## config.mk

```make
export PLATFORM = sky130hd
export DESIGN_NAME = fp_cmp_arbiter
export DESIGN_NICKNAME = d
export VERILOG_FILES = /design/src/rtl/fp_cmp_arbiter.sv
export SDC_FILE = /design/constraint.sdc
export NUM_CORES = 1
export LEC_CHECK = 0
export ABC_CLOCK_PERIOD_IN_PS = 8060
export BUFFER_PORTS_ARGS = -buffer_cell sky130_fd_sc_hd__buf_4
export CORE_ASPECT_RATIO = 0.6
export CORE_MARGIN = 2
export CORE_UTILIZATION = 25
export CTS_CLUSTER_SIZE = 12
export DETAILED_ROUTE_END_ITERATION = 8
export GPL_ROUTABILITY_DRIVEN = 0
export GPL_TIMING_DRIVEN = 0
export PLACE_DENSITY = 0.6
export SYNTH_ARGS = -nofsm -noshare
export SYNTH_HDL_FRONTEND = slang
export SYNTH_SLANG_ARGS = --single-unit
```

## constraint.sdc

```tcl
create_clock -name clock -period 8.06 [get_ports clock]
set_input_delay 0.806 -clock clock [delete_from_list [all_inputs] [get_ports clock]]
set_output_delay 0.806 -clock clock [all_outputs]
set_load 0.005 [all_outputs]
```

## src/rtl/fp_cmp_arbiter.sv

```systemverilog
`default_nettype none
// ============================================================================
//  Module   : fp_cmp_arbiter
//  Purpose  : Round-robin sharing of one pipelined FP compare unit among
//             NUM_REQ requesters, with an ID pipe that routes each done
//             pulse back to the requester that issued it.
//  Revision : 1.0 - initial release
// ============================================================================
module fp_cmp_arbiter #(
   parameter int NUM_REQ = 4,
   parameter int LATENCY = 3,
   parameter int ID_W    = 2
) (
   input  logic                    clock,
   input  logic                    reset,
   input  logic                    enable,
   input  logic [NUM_REQ-1:0]      req_valid,
   output logic [NUM_REQ-1:0]      req_ready,
   input  logic [NUM_REQ*32-1:0]   req_a,
   input  logic [NUM_REQ*32-1:0]   req_b,
   output logic [NUM_REQ-1:0]      resp_valid,
   output logic [2:0]              resp_result,
   output logic                    cmp_go,
   output logic [31:0]             cmp_a,
   output logic [31:0]             cmp_b,
   input  logic                    cmp_done,
   input  logic [2:0]              cmp_result,
   output logic [2:0]              inflight,
   output logic                    err
);

   localparam int                   c_DRAIN_W    = $clog2(LATENCY + 2);
   localparam logic [c_DRAIN_W-1:0] c_DRAIN_INIT = c_DRAIN_W'(LATENCY + 1);

   logic [c_DRAIN_W-1:0] r_drain;
   logic [ID_W-1:0]      r_ptr;
   logic                 r_go;
   logic [31:0]          r_a;
   logic [31:0]          r_b;
   logic [ID_W-1:0]      r_issue_id;
   logic [LATENCY-1:0]   r_pv;
   logic [ID_W-1:0]      r_pid [LATENCY];
   logic [2:0]           r_inflight;
   logic                 r_err;

   logic                 w_drained;
   logic                 w_any;
   logic                 w_any_hi;
   logic [ID_W-1:0]      w_id_lo;
   logic [ID_W-1:0]      w_id_hi;
   logic [ID_W-1:0]      w_grant_id;
   logic [NUM_REQ-1:0]   w_ready;
   logic                 w_hs;
   logic [31:0]          w_sel_a;
   logic [31:0]          w_sel_b;
   logic                 w_head_v;
   logic [ID_W-1:0]      w_head_id;
   logic                 w_retire;

   // Stale comparator triggers are flushed while the drain counter runs.
   assign w_drained = (r_drain == '0);

   // Round-robin search: lowest valid index at/above ptr, else lowest overall.
   always_comb begin
      w_any    = 1'b0;
      w_any_hi = 1'b0;
      w_id_lo  = '0;
      w_id_hi  = '0;
      for (int j = NUM_REQ - 1; j >= 0; j--) begin
         if (req_valid[j]) begin
            w_any   = 1'b1;
            w_id_lo = ID_W'(j);
            if (j >= int'(r_ptr)) begin
               w_any_hi = 1'b1;
               w_id_hi  = ID_W'(j);
            end
         end
      end
      w_grant_id = w_any_hi ? w_id_hi : w_id_lo;
   end

   // One-hot grant, suppressed during drain or when disabled.
   always_comb begin
      w_ready = '0;
      if (w_drained && enable && w_any) begin
         w_ready[w_grant_id] = 1'b1;
      end
   end

   assign w_hs      = |(w_ready & req_valid);
   assign req_ready = w_ready;

   // Operand mux for the granted requester.
   always_comb begin
      w_sel_a = '0;
      w_sel_b = '0;
      for (int j = 0; j < NUM_REQ; j++) begin
         if (ID_W'(j) == w_grant_id) begin
            w_sel_a = req_a[j*32 +: 32];
            w_sel_b = req_b[j*32 +: 32];
         end
      end
   end

   // Drain counter and round-robin pointer.
   always_ff @(posedge clock or negedge reset) begin
      if (!reset) begin
         r_drain <= c_DRAIN_INIT;
         r_ptr   <= '0;
      end else begin
         if (!w_drained) begin
            r_drain <= r_drain - 1'b1;
         end
         if (w_hs) begin
            r_ptr <= (w_grant_id == ID_W'(NUM_REQ - 1)) ? '0 : w_grant_id + 1'b1;
         end
      end
   end

   // Issue stage: registered go pulse; operands hold between issues.
   always_ff @(posedge clock or negedge reset) begin
      if (!reset) begin
         r_go       <= 1'b0;
         r_a        <= '0;
         r_b        <= '0;
         r_issue_id <= '0;
      end else begin
         r_go <= w_hs;
         if (w_hs) begin
            r_a        <= w_sel_a;
            r_b        <= w_sel_b;
            r_issue_id <= w_grant_id;
         end
      end
   end

   assign cmp_go = r_go;
   assign cmp_a  = r_a;
   assign cmp_b  = r_b;

   // ID pipe tracks the comparator pipe so the head lines up with cmp_done.
   always_ff @(posedge clock or negedge reset) begin
      if (!reset) begin
         r_pv <= '0;
         for (int k = 0; k < LATENCY; k++) begin
            r_pid[k] <= '0;
         end
      end else begin
         r_pv[0]  <= r_go;
         r_pid[0] <= r_issue_id;
         for (int k = 1; k < LATENCY; k++) begin
            r_pv[k]  <= r_pv[k-1];
            r_pid[k] <= r_pid[k-1];
         end
      end
   end

   assign w_head_v  = r_pv[LATENCY-1];
   assign w_head_id = r_pid[LATENCY-1];
   assign w_retire  = w_drained & cmp_done & w_head_v;

   // Route the result strobe to the requester recorded at the pipe head.
   always_comb begin
      resp_valid  = '0;
      resp_result = '0;
      if (w_retire) begin
         resp_valid[w_head_id] = 1'b1;
         resp_result           = cmp_result;
      end
   end

   // Outstanding-op counter and sticky done/pipe disagreement flag.
   always_ff @(posedge clock or negedge reset) begin
      if (!reset) begin
         r_inflight <= '0;
         r_err      <= 1'b0;
      end else begin
         case ({w_hs, w_retire})
            2'b10:   r_inflight <= r_inflight + 1'b1;
            2'b01:   r_inflight <= r_inflight - 1'b1;
            default: r_inflight <= r_inflight;
         endcase
         if (w_drained && (cmp_done != w_head_v)) begin
            r_err <= 1'b1;
         end
      end
   end

   assign inflight = r_inflight;
   assign err      = r_err;

endmodule
`default_nettype wire

```

==> impl_results.md <==
- Status: complete, no violations
- Initial core utilization: around 26%
- Area Overhead vs Synth: 59.93%
- CP endpoint kind: output pin
- Post-Syn Instances: around 720
- Antenna-violating nets left: 0
- Yosys warns: 0
- Count leader, synth: a21oi_1
- FILL cells: between 2000 and 2500
- CP Max Fanout: 10
- Post-CTS setup buffers: 0
- Drt drc: 0
- First-pass GRT wire length: between 30000 and 40000 um
- Post-synthesis async set-or-reset flop share: 100.0%
- Cts bufs inserted: 9
- Placed cells: 1347
- Mean Syn Cell Area: 7.478 sq um
- Initial antenna violation count: 0
- Bufs on Longest Clock Path: 2
- Largest area contributor in the netlist: dfrtp_1
- Die ar.: about 0.023 sq mm
- Hold violation count in the final report: 0
- Routed wire length: ~25000 um
- Post-placement worst setup slack: 4134 ps
- Critical path class: in2out
- CTS tree: built
- Most used DFF post-synth: dfrtp_1
- Placeable Area: between 0.02 and 0.025 sq mm
- Total of max-cap violations: 0
- Gr ovfl total: 0
- Clock slew at reported path FFs: roughly 70 ps
- Clk_lat worst skew: between 300 and 400 ps
- Antenna cells: 0
- Vias per std cell: ~4.8
- Fraction of final layout cells sized beyond drive strength 1: between 30% and 40%
- Leakage: approximately 4.3 nW
- Largest net degree at the start of global routing: 86
- Post-DP Area: between 0.008 and 0.009 sq mm
- Worst slew pin tran: ~1200 ps
- H-tree depth: 3
- GRT Total Usage: approximately a fifth
- Minimum clock period: between 3000 and 4000 ps
- Worst endpoint required time: a little over 7000 ps
- Area of the multi-input gates: 0.002681 sq mm
- Number of flops mapped to enable cells by yosys: 0
- Pwr dens: approximately 320 mW/mm^2
- CP Data Arrival Time: 3100 ps
- Clock sink count: between 80 and 90
- Dominant cells by area after synthesis: dfrtp_1, a21oi_1, a22oi_1, o21ai_0, inv_1
- Pre-antenna DRT Iters: 4
- Layout Cells excl Fill: around 1400
- Number of global-route vias before repair: between 6000 and 7000
- Drt initial violations: between 300 and 400
- Setup TNS Final: 0 ps
- Post-CTS Resized: 0
- Area taken by flip-flops and latches: about 0.0021 sq mm
- RSZ-0062 raised after global routing: false
- Cts-stage hold buffer count: 0
- Post-Synthesis Cell Area: approximately 0.0054 sq mm
- IO Port Bufs: around 350
- Sequential-to-total area share from yosys stat: roughly 40%
- Fin util: roughly two fifths
- Wire per inst: 17.99 um
- Synth cell types: 36
- Final setup viols: 0
- DP HPWL: ~19000 um
- Share of the synthesized area in the top cell type: 38.93%
- Fin crit share: around 48%
- IO Count: approximately 350
- Fin nets: about 1400
- Post-route cell area: ~0.0086 sq mm
- Via Count: about 6500
- Register bit total from synthesis: 85
- CP startpoint kind: input port
- Synth cell count leaders: a21oi_1, dfrtp_1, inv_1
- Slew Limit Headroom: approximately 22%
- Die X: a little under 200 um
- Peak supply drop: 107.1 uV
- Final setup skew: between 10 and 15 ps
- Pins Over Slew Limit: 0
- Die Ht: 117.8 um
- Fmax: around 260 MHz
- HP Class: reg2reg
- CTS root buf: clkbuf_16
- Syn_nets: around 1000
- # rows: just over 40
- Worst setup margin: ~4200 ps
-- metrics by stage --
| stage | power, mW | hold WS [ps] |
|---|---|---|
| 2_1_floorplan | 1.606 | 331.2 |
| 3_3_place_gp | 2.349 | 333.3 |
| 3_5_place_dp | 2.368 | 337.1 |
| 4_1_cts | 2.800 | 354.4 |
| 5_1_grt | 3.002 | 364.9 |
| 6_report | 2.772 | 352.5 |
-- flip-flops by register name (all words and copies together), names as in the netlist --
signal,cells
inflight,3
cmp_b,32
w_head_id,2
cmp_a,32
r_pv,3
err,1
cmp_go,1
r_ptr,2
r_issue_id,2
r_drain,3
r_pid,4
-- critical path: stages --
cell,delay [ps]
buf_4,130
mux2i_1,130
nor2_1,60
nor3_1,480
ha_1,320
clkbuf_1,410
clkbuf_1,460
and2_1,200
buf_4,110
-- path summary, 6_finish.rpt --
check / startpoint / endpoint / slack (ps) / cells past startpoint
max: req_valid[2] / req_ready[3] / 4150 / 9
min: r_pid[3] / w_head_id[1] / 350 / 0
max reg2reg: r_ptr[1] / inflight[2] / 4730 / 15
min reg2reg: r_pid[3] / w_head_id[1] / 350 / 0
max in group asynchronous: reset / cmp_a[30] / 6620 / 1
min in group asynchronous: reset / inflight[2] / 660 / 1
-- where the power goes --
| part | total [mW] | switching [mW] | internal (mW) |
|---|---|---|---|
| Sequential | 0.752 | 0.121 | 0.632 |
| Combinational | 1.60 | 0.898 | 0.704 |
| Clock | 0.417 | 0.199 | 0.218 |
| Total | 2.77 | 1.22 | 1.55 |
-- logic make-up after synthesis --
kind of cell	synth area share [%]
simple gates	11.87
compound gates	33.86
fa+ha+maj	1.993
xor+xnor	0.8113
mux	1.136
buf+inv	10.92
flops	39.42
-- metal layers --
metal	vias up	part of all wire, %	GRT usage [%]
li1	3188	-	-
met1	3071	46	29.05
met2	260	44	33.33
met3	22	7.9	5.559
met4	0	1.2	3.769
met5	-	0	0
-- cells in the final DEF, fill, tap and decap left out, drive strengths merged, types with 7 or more instances in the layout --
cell / count
a21oi: 193
o21ai: 63
a22oi: 66
dfrtp: 84
nor2: 70
clkbuf: 41
ha: 7
inv: 78
and2: 7
nand2: 66
buf: 378
-- area by class of cell --
type	instances	share of cell area (%)
Clock inverter	7	0.7390
Tap cell	279	4.043
Sequential cell	85	24.65
Buffer	64	3.652
Inverter	73	3.173
Clock buffer	9	2.608
Multi-Input combinational cell	500	31.05
Timing Repair Buffer	346	30.08
No activity file was read; power rests on OpenSTA's default activity.
